--- src/rtl/alu_exec_unit.sv ---
// Single-cycle integer execution unit for the out-of-order RV32I core.
// Computes one RS-issued op per cycle and registers result + ROB tag for the CDB.
// JALR additionally produces a one-cycle redirect to instruction fetch.
module alu_exec_unit #(
    parameter int unsigned ADDR_WIDTH   = 32,
    parameter int unsigned VAL_WIDTH    = 32,
    parameter int unsigned OP_WIDTH     = 7,
    parameter int unsigned ROB_ID_WIDTH = 3
) (
    input  logic                    clk,
    input  logic                    rst_in,
    input  logic                    rdy_in,
    input  logic                    flush,
    input  logic                    execute,
    input  logic [OP_WIDTH-1:0]     op_type,
    input  logic [VAL_WIDTH-1:0]    val1,
    input  logic [VAL_WIDTH-1:0]    val2,
    input  logic [ROB_ID_WIDTH:0]   entry,
    input  logic [ADDR_WIDTH-1:0]   nowPC,
    output logic                    aluReady,
    output logic [ROB_ID_WIDTH:0]   entry_out,
    output logic [VAL_WIDTH-1:0]    val_out,
    output logic [ADDR_WIDTH-1:0]   alu2if_pc,
    output logic                    alu2if_con
);

    // Group field in the upper op bits, op index in the low nibble.
    localparam logic [2:0] GrpR      = 3'd0;
    localparam logic [2:0] GrpI      = 3'd1;
    localparam logic [2:0] GrpBranch = 3'd2;
    localparam logic [2:0] GrpOther  = 3'd3;

    logic [2:0]           group;
    logic [3:0]           low;
    logic [4:0]           shamt;
    logic [VAL_WIDTH-1:0] sum;
    logic [VAL_WIDTH-1:0] diff;
    logic [VAL_WIDTH-1:0] jalr_target;
    logic                 lt_s;
    logic                 lt_u;
    logic                 eq;
    logic [VAL_WIDTH-1:0] result;
    logic                 is_jalr;

    logic                  ready_q;
    logic                  con_q;
    logic [ROB_ID_WIDTH:0] entry_q;
    logic [VAL_WIDTH-1:0]  val_q;
    logic [ADDR_WIDTH-1:0] pc_q;

    // The decoder PC is carried on the port for debug only.
    logic unused_now_pc;
    assign unused_now_pc = ^nowPC;

    assign group       = op_type[6:4];
    assign low         = op_type[3:0];
    assign shamt       = val2[4:0];
    assign sum         = val1 + val2;
    assign diff        = val1 - val2;
    assign jalr_target = {sum[VAL_WIDTH-1:1], 1'b0};
    assign lt_s        = $signed(val1) < $signed(val2);
    assign lt_u        = val1 < val2;
    assign eq          = val1 == val2;

    // Combinational result for the op currently being issued; unknown ops yield 0.
    always_comb begin
        result  = '0;
        is_jalr = 1'b0;
        unique case (group)
            GrpR, GrpI: begin
                case (low)
                    4'h0: result = sum;
                    4'h1: result = (group == GrpR) ? diff : '0;  // no SUBI
                    4'h2: result = val1 << shamt;
                    4'h3: result = {{(VAL_WIDTH-1){1'b0}}, lt_s};
                    4'h4: result = {{(VAL_WIDTH-1){1'b0}}, lt_u};
                    4'h5: result = val1 ^ val2;
                    4'h6: result = val1 >> shamt;
                    4'h7: result = $unsigned($signed(val1) >>> shamt);
                    4'h8: result = val1 | val2;
                    4'h9: result = val1 & val2;
                    4'hA: begin
                        if (group == GrpI) begin
                            result  = jalr_target;
                            is_jalr = 1'b1;
                        end
                    end
                    default: result = '0;
                endcase
            end
            GrpBranch: begin
                case (low)
                    4'h0:    result = {{(VAL_WIDTH-1){1'b0}}, eq};
                    4'h1:    result = {{(VAL_WIDTH-1){1'b0}}, !eq};
                    4'h4:    result = {{(VAL_WIDTH-1){1'b0}}, lt_s};
                    4'h5:    result = {{(VAL_WIDTH-1){1'b0}}, !lt_s};
                    4'h6:    result = {{(VAL_WIDTH-1){1'b0}}, lt_u};
                    4'h7:    result = {{(VAL_WIDTH-1){1'b0}}, !lt_u};
                    default: result = '0;
                endcase
            end
            GrpOther: begin
                case (low)
                    4'h0:    result = val1;
                    4'h1:    result = sum;
                    4'h2:    result = sum;
                    default: result = '0;
                endcase
            end
            default: result = '0;
        endcase
    end

    // Output registers: flush squashes, execute loads, idle drops the strobes, stall holds.
    always_ff @(posedge clk or posedge rst_in) begin
        if (rst_in) begin
            ready_q <= 1'b0;
            con_q   <= 1'b0;
            entry_q <= '0;
            val_q   <= '0;
            pc_q    <= '0;
        end else if (rdy_in) begin
            if (flush) begin
                ready_q <= 1'b0;
                con_q   <= 1'b0;
                entry_q <= '0;
            end else if (execute) begin
                ready_q <= 1'b1;
                entry_q <= entry;
                val_q   <= result;
                con_q   <= is_jalr;
                if (is_jalr) begin
                    pc_q <= ADDR_WIDTH'(jalr_target);
                end
            end else begin
                ready_q <= 1'b0;
                con_q   <= 1'b0;
            end
        end
    end

    assign aluReady   = ready_q;
    assign entry_out  = entry_q;
    assign val_out    = val_q;
    assign alu2if_pc  = pc_q;
    assign alu2if_con = con_q;

endmodule

--- config.mk ---
export PLATFORM = sky130hd
export DESIGN_NAME = alu_exec_unit
export DESIGN_NICKNAME = d
export VERILOG_FILES = /design/src/rtl/alu_exec_unit.sv
export SDC_FILE = /design/constraint.sdc
export NUM_CORES = 1
export LEC_CHECK = 0
export CORE_MARGIN = 3
export CORE_UTILIZATION = 45
export CTS_CLUSTER_DIAMETER = 120
export DETAILED_ROUTE_END_ITERATION = 10
export DONT_BUFFER_PORTS = 1
export SLEW_MARGIN = 20
export SYNTH_ARGS = -nofsm -noshare
export SYNTH_HDL_FRONTEND = slang
export SYNTH_SLANG_ARGS = --single-unit
--- constraint.sdc ---
create_clock -name clk -period 2.9 [get_ports clk]
set_input_delay 0.58 -clock clk [delete_from_list [all_inputs] [get_ports clk]]
set_output_delay 0.58 -clock clk [all_outputs]
set_load 0.005 [all_outputs]
Yosys cells after proc, flatten, opt, wreduce, memory -nomap -nowiden. Index checks and enable logic that the tools add are counted.

Bits in registers: 69. Input port bits: 112. Output and inout port bits: 70. Word-level logic and storage cells: 56.

Add/subtract/negate cells: 2. $lt $le $gt $ge: 2. Equal/unequal tests: 14. Shift-type cells: 3. Multiplexer cells: 15. Bitwise operators: 4. Reductions and logical operators: 11.

Operator list (count): $pmux 32 s11 (1); $pmux 32 s3 (1); $lt 32x32->1 (2); $mux 32 (2); $pmux 32 s2 (1); $add 32x32->32 (1); $and 32x32->32 (1); $eq 32x32->1 (1); $or 32x32->32 (1); $shl 32x5->32 (1); $shr 32x5->32 (1); $sshr 32x5->32 (1); $sub 32x32->32 (1); $xor 32x32->32 (1); $eq 4x3->1 const B (4); $eq 4x4->1 const B (3); $eq 4x2->1 const B (2); $mux 4 (2); $mux 1 (7); $eq 3x2->1 const B (2); $pmux 1 s6 (1); $eq 4x1->1 const B (1); $logic_not 4->1 (1); $reduce_and 4->1 (1); 8 further kinds (11).

Depth between registers and ports, before layout. Gate-level depths: netlist of the first run.

Depth in word-level cells: 6. Gate-level depth with buffers: 14. Mapped depth without buffers: 12.

Least setup slack after synthesis of the first run. Ideal clock, no wire load.

Path type: input to register. Start point: input port val2[3]. End point: register val_q[16] (netlist: val_out[16]). Setup time: 0.126 ns. Arrival time: 3.773 ns. Data required time: 2.774 ns. Path slack: -0.999 ns. Stages: 14. Buffers on the path: 3. Cells stage by stage: clkbuf_1 > clkinv_1 > buf_1 > ha_1 > buf_6 > o211ai_2 > a21oi_2 > o311a_4 > a41o_4 > a221o_1 > a21oi_2 > xor2_2 > o221ai_2 > a221o_1.

Longest elaborated chain between the ends: 4. Elaborated cells on any way between the ends: 10. Classes of those cells: add/sub (2); shift (3); mux (5).

Ends and longest elaborated chain: start, declared (line 17) `input logic [VAL_WIDTH-1:0] val2,`; $add 32x32->32 / $sub 32x32->32 (equally long branches) (line 58, 59); $mux 32, on equally long branches (line 83, 73); $pmux 32 s11 (line 71) `case (low)`; $pmux 32 s3 * (line 69) `unique case (group)`; end signal, assigned (line 130) `val_q <= result;`; end, declared (line 48) `logic [VAL_WIDTH-1:0] val_q;`.

Mark *: on every way between the ends. The rest lies on a longest branch, timed or not. A chain may end at the register's enable or synchronous reset.

Final worst setup path of the first run.
Start point: input port val1[1]. End point: register val_q[31] (netlist: val_out[31]).

Longest elaborated chain between the ends: 4. Elaborated cells on any way between the ends: 10. Classes of those cells: add/sub (2); shift (3); mux (5).

Ends and longest elaborated chain: start, declared (line 16) `input logic [VAL_WIDTH-1:0] val1,`; $add 32x32->32 / $sub 32x32->32 (equally long branches) (line 58, 59); $mux 32, on equally long branches (line 83, 73); $pmux 32 s11 (line 71); $pmux 32 s3 * (line 69).

Marks and branches as above.

==> results of run 1 <==
-- worst paths after layout --
| kind | endpoint | cells after the start | slack [ns] |
|---|---|---|---|
| setup / recovery | val_out[31] | 12 | 0.02 |
| hold / removal | alu2if_pc[9] | 1 | 0.04 |
| setup reg to reg | val_out[31] | 7 | 1.19 |
| hold reg to reg | alu2if_pc[21] | 2 | 0.50 |
| max in group asynchronous | alu2if_pc[24] | 2 | 2.28 |
| min in group clk | aluReady | 1 | 0.37 |
-- worst max-delay path, delay by kind of cell --
family,cells,cell delay (ns)
adders and majority gates,1,0.32
AOI/OAI and AO/OA,6,1.21
and+or+nand+nor,2,0.28
buffers and inverters,2,0.30
muxes,1,0.36
-- routing by layer --
| layer | vias to the layer above | track usage |
|---|---|---|
| li1 | 6309 | - |
| met1 | 6835 | 0.5858 |
| met2 | 930 | 0.5965 |
| met3 | 132 | 0.07342 |
| met4 | 2 | 0.1441 |
| met5 | - | 0 |
-- final cells by class --
| type | count | share of cell area |
|---|---|---|
| multi-input cells | 1259 | 0.6279 |
| inverters | 101 | 0.02659 |
| repair buffers | 371 | 0.1882 |
| clock buffers | 12 | 0.01602 |
| well taps | 330 | 0.02683 |
| flip-flops and latches | 69 | 0.1122 |
| clock inverters | 2 | 0.002277 |
-- sequential cells by signal, indices dropped and copies added, names as in the netlist --
name	cells
entry_out	4
alu2if_con	1
val_out	32
alu2if_pc	31
aluReady	1
-- what timing repair did --
action | 4_1_cts | 5_1_grt
pin swaps | 11 | 17
gates resized for setup | 15 | 58
endpoints found under the setup margin | 17 | 27
setup buffers | 5 | 10
-- report_power, final --
group	switching [mW]	internal [mW]	total, mW
logic	1.41	1.23	2.64
clock network	0.392	0.679	1.07
registers	0.0460	1.01	1.06
total	1.85	2.92	4.77
-- cell usage in the layout (no fill, tap or decap), types with 11 or more instances in the layout --
cell / instances
o31ai_1: 12
nand2_1: 131
mux4_2: 42
a221oi_1: 29
nor2_1: 169
a211oi_1: 23
o211ai_1: 24
a22oi_1: 25
buf_4: 360
a221o_1: 12
mux2i_1: 41
a21oi_1: 119
a22o_1: 11
mux2_2: 20
inv_1: 90
nand2b_1: 19
xnor2_1: 33
nand3_1: 23
a21o_1: 18
ha_1: 84
o221ai_1: 24
o21ai_0: 117
nor3_1: 27
dfrtp_1: 69
o22ai_1: 14
-- kinds of logic (layout without fill, tap and decap cells) --
group | count (synthesis) | after routing | synth area share
adders and majority gates | 99 | 99 | 0.1069
buffers and inverters | 216 | 486 | 0.07492
AOI/OAI and AO/OA | 569 | 569 | 0.3323
xor gates and xnor gates | 46 | 46 | 0.03501
DFF | 69 | 69 | 0.1473
and+or+nand+nor | 441 | 441 | 0.1683
muxes | 103 | 103 | 0.1349
other | 1 | 1 | 0.0003199
==> flow_summary.ini, run 1 <==
[status]
outcome = finished, final reports clean

[setup_path]
reg2reg_from = val_out[31]
slowest_delay_ns = 0.45
critical_path_class = in2reg
start_kind = input port
end_kind = register
required_ns = 3.09
cp-startpoint = val1[1]
path_common_cell = o211ai_1
crit_slowest_cell = a2111oi_4
arrival_ns = 3.06
path_cells = clkinvlp_4 -> ha_4 -> o21bai_4 -> a2111oi_4 -> or3_4 -> o211ai_1 -> buf_4 -> a311oi_4 -> o31a_1 -> mux2_2 -> nand2_1 -> o211ai_1
cp_max_fo = 10

[synthesis]
ys_warn_count = 0
synth.area.top_cells = dfrtp_1 (15%), ha_1 (10%), mux4_2 (8.1%)
synth_top_area_share = 0.1473
synth.distinct_cells = 89
synthTopCellsByCount = nor2_1 (172), nand2_1 (131), a21oi_1 (126), o21ai_0 (126), ha_1 (97)
synth_area_mm2 = 0.01172
synth-edff-count = 0
synth_async_sr_flop_share = 1.000
yosysTopAreaCell = dfrtp_1
syn_area_per_cell_um2 = 7.593
synth_fp_nets = 1755
synth_ff_type = dfrtp_1
yosysMostFrequentCell = nor2_1
seq_area_frac_synth = 0.1473
ys_ff_latch = 69
syn_inst = 1544

[timing]
min_period_ns = 2.876
tightest_slew_ns = 0.9039
fin_setup_tns_ns = 0
worst_clock_skew_ns = 0
setup_viol = 0
timing.final.crit_share = 0.9916
rsz0062_at_grt = yes
finalWorstSetupSlack_ns = 0.02432
clock.fmax_mhz = 347.7
slew_headroom = 0.3922
hold_violations = 0
fin_hold_ws_ns = 0.03539
drv_slew = 0

[finish]
final_util = 0.6059
num_antenna_cells = 0
fin_cells = 2144
drive_above_1_share = 0.3026
nets = 2022
regArea_mm2 = 0.001727
multiInputGateArea_mm2 = 0.009662
stdcell_area_mm2 = 0.01539
fill_cells = 2402
syn2layout_area_growth_pct = 31.26

[pwr]
p_leak_nw = 6.857
total_power_mw = 4.771
ir_drop_uv = 469.6
powerDensity_mw_per_mm2 = 310.0

[global_route]
grt_pass1_vias = 13352
grt_max_degree = 85
antenna_found_initial = 3
grt_pass1_wl_um = 86100
overflow = 0
grtUsageTotal = 0.4024

[detailed_routing]
wl_per_cell_um = 27.65
top_layer_used = met5
met1_length_um = 24780
routed_wl_um = 59270
drt-pass1-iter-count = 5
wl_met3_um = 7178
met2WireLength_um = 24890
ant_nets = 0
drc = 0
viasPerCell = 6.627
drt-initial-drc-count = 1888
vias = 14208

[floorplan]
rows = 58
io_pins = 182
die_w_um = 167.4
dieArea_mm2 = 0.02803
coreArea_mm2 = 0.02540
start_util = 0.4616
die-height_um = 167.4

[placed_design]
place.detailed.hpwl_um = 47580
io_buffers = 0
gp_congestion = 1.044
place_area_mm2 = 0.01460
placed_cells = 2115
pre_cts_slack_ns = -0.4873

[clocking]
numClockSinks = 69
cts_made_buffers = 9
hold_buffers = 0
cts.path.max_buffers = 2
clock_latency_ns = 0.33
clk_pin_slew_ns = 0.06
cts_tree = yes
htreeDepth = 3
cts_root_buf = clkbuf_16

[worst_hold_path]
hp-class = in2async

[flow_run]
drv_cap = 0
Note: power is estimated with default switching activity, not from simulation.
==> run 2, diff against run 1 <==
--- a/config.mk
+++ b/config.mk
@@ -14,3 +14,4 @@
 export SYNTH_ARGS = -nofsm -noshare
 export SYNTH_HDL_FRONTEND = slang
 export SYNTH_SLANG_ARGS = --single-unit
+export TNS_END_PERCENT = 50
==> run 2 against run 1 <==
The flow now finishes with violations (negative setup slack). Sequential power about the same. Sequential share of layout area up 0.10 points. Cell count down 0.75%. Largest cell class unchanged. Die area unchanged. Non-clock buffer count down 19. Sequential cell count unchanged. Critical endpoint is now val_out[16]. Utilization down 0.54 points. Routed wire length down 2.2%.
==> flow_summary.ini, run 2 (same netlist as run 1, synthesis figures left out) <==
[timing]
tightest_slew_ns = 0.6810
rsz0062_at_grt = yes
worst_clock_skew_ns = 0
drv_slew = 0
min_period_ns = 2.968
hold_violations = 0
setup_viol = 5
clock.fmax_mhz = 336.9
timing.final.crit_share = 1.023
finalWorstSetupSlack_ns = -0.06806
slew_headroom = 0.5412

[global_route]
grt_pass1_vias = 13553
overflow = 0
antenna_found_initial = 1
grt_max_degree = 85
grtUsageTotal = 0.3976
grt_pass1_wl_um = 85860

[pwr]
powerDensity_mw_per_mm2 = 321.7
pwr-share-comb = 0.531
switchingPower_mw = 1.837
seqPwrFrac = 0.216
pwr-share-clk = 0.253
p_int_mw = 3.070
p_leak_nw = 6.780
switching_share = 0.3744
ir_drop_uv = 679.3

[detailed_routing]
ant_nets = 0
vias = 14165
drt-initial-drc-count = 1745
drc = 0
wl_per_cell_um = 27.24
routed_wl_um = 57970
drt-pass1-iter-count = 5
viasPerCell = 6.656

[finish]
final_cell_mix = buf_4 (346), nor2_1 (171), nand2_1 (131)
final_util = 0.6005
syn2layout_area_growth_pct = 30.10
multiInputGateArea_mm2 = 0.009638
regArea_mm2 = 0.001727
final_common_cell = buf_4
nets = 2003
fill_cells = 2367
stdcell_area_mm2 = 0.01525
largest_reg_flops = 32
drive_above_1_share = 0.2933

[floorplan]
io_pins = 182
dieArea_mm2 = 0.02803
rows = 58
die_w_um = 167.4
coreArea_mm2 = 0.02540
die-height_um = 167.4
start_util = 0.4616

[placed_design]
place_area_mm2 = 0.01445
io_buffers = 0
gp_congestion = 1.030
place.detailed.hpwl_um = 47270

[clocking]
cts_made_buffers = 9
cts_tree = yes
clk_pin_slew_ns = 0.05
cts_root_buf = clkbuf_16
cts.path.max_buffers = 2
numClockSinks = 69
htreeDepth = 3
hold_buffers = 0
clock_latency_ns = 0.32

[setup_path]
r2r_end = val_out[31]
start_kind = input port
critical_path_class = in2reg
end_kind = register
reg2reg_from = val_out[31]
ff2ff_path_depth = 6
required_ns = 3.10
cp_max_fo = 84
r2r_slack_ns = 1.13
arrival_ns = 3.17

[worst_hold_path]
hp-class = in2async

[flow_run]
drv_cap = 0

[status]
violations = negative setup slack
outcome = finished with violations
[run 2: final cells by class]
cell class              instances  share of cell area
flip-flops and latches         69              0.1132
clock inverters                 4            0.006235
inverters                     101             0.02707
diodes                          1           0.0001641
multi-input cells            1259              0.6319
well taps                     330             0.02707
repair buffers                352              0.1782
clock buffers                  12             0.01616
[run 2: worst max-delay path by stage]
stage                        from     endpoint  slack, ns  depth (start not counted)
after floorplan           val2[3]  val_out[16]      -0.23                         14
after global placement    val1[0]   val_out[0]      -0.51                         14
after detailed placement  val1[0]   val_out[0]      -0.61                         14
after CTS                 val1[0]  val_out[24]      -0.03                         12
after global routing      val1[1]  val_out[13]      -0.16                         14
final                     val2[1]  val_out[16]      -0.07                         13
[run 2: worst max-delay path: stages]
cell and delay [ns]:
inv_2 0.10, buf_4 0.16, fa_2 0.22, nand2b_4 0.14, a21oi_4 0.07, o311a_4 0.34, buf_4 0.15, a41o_4 0.23
a221o_1 0.31, a21oi_2 0.20, xor2_2 0.21, o221ai_2 0.12, a221o_1 0.30
[run 2: layer usage]
layer	global-route usage	share of wire	wire, um	up-vias
met4	0.1188	0.035	2007	2
met5	0	0.00022	13	-
met3	0.06893	0.11	6447	107
li1	-	-	-	6282
met1	0.5758	0.42	24490	6881
met2	0.6074	0.43	25010	893
[run 2: power groups by stage]
stage          Combinational [mW]  Sequential [mW]  Clock (mW)
2_1_floorplan                1.42             1.06           0
3_3_place_gp                 2.38             1.07           0
3_5_place_dp                 2.40             1.08           0
4_1_cts                      2.43             1.06        1.26
5_1_grt                      2.76             1.07        1.29
6_report                     2.61             1.06        1.24
[run 2: per-stage QoR]
step / setup TNS (ns) / setup slack [ns] / hold slack (ns) / std cells / power (mW)
after floorplan: -1.758 / -0.2292 / 0.4628 / 1544 / 2.480
after global placement: -10.60 / -0.5089 / 0.4463 / 2099 / 3.456
after detailed placement: -12.35 / -0.6057 / 0.4520 / 2099 / 3.474
after CTS: -0.05592 / -0.02923 / 0.1064 / 2117 / 4.748
after global routing: -1.168 / -0.1634 / 0.1360 / 2127 / 5.116
final: -0.1281 / -0.06806 / 0.1049 / 2128 / 4.907
[run 2: timing repair]
| item | in CTS | in global routing |
|---|---|---|
| endpoints found under the setup margin | 18 | 30 |
| buffers inserted | 2 | 10 |
| pin swaps | 7 | 31 |
| gates resized for setup | 12 | 55 |
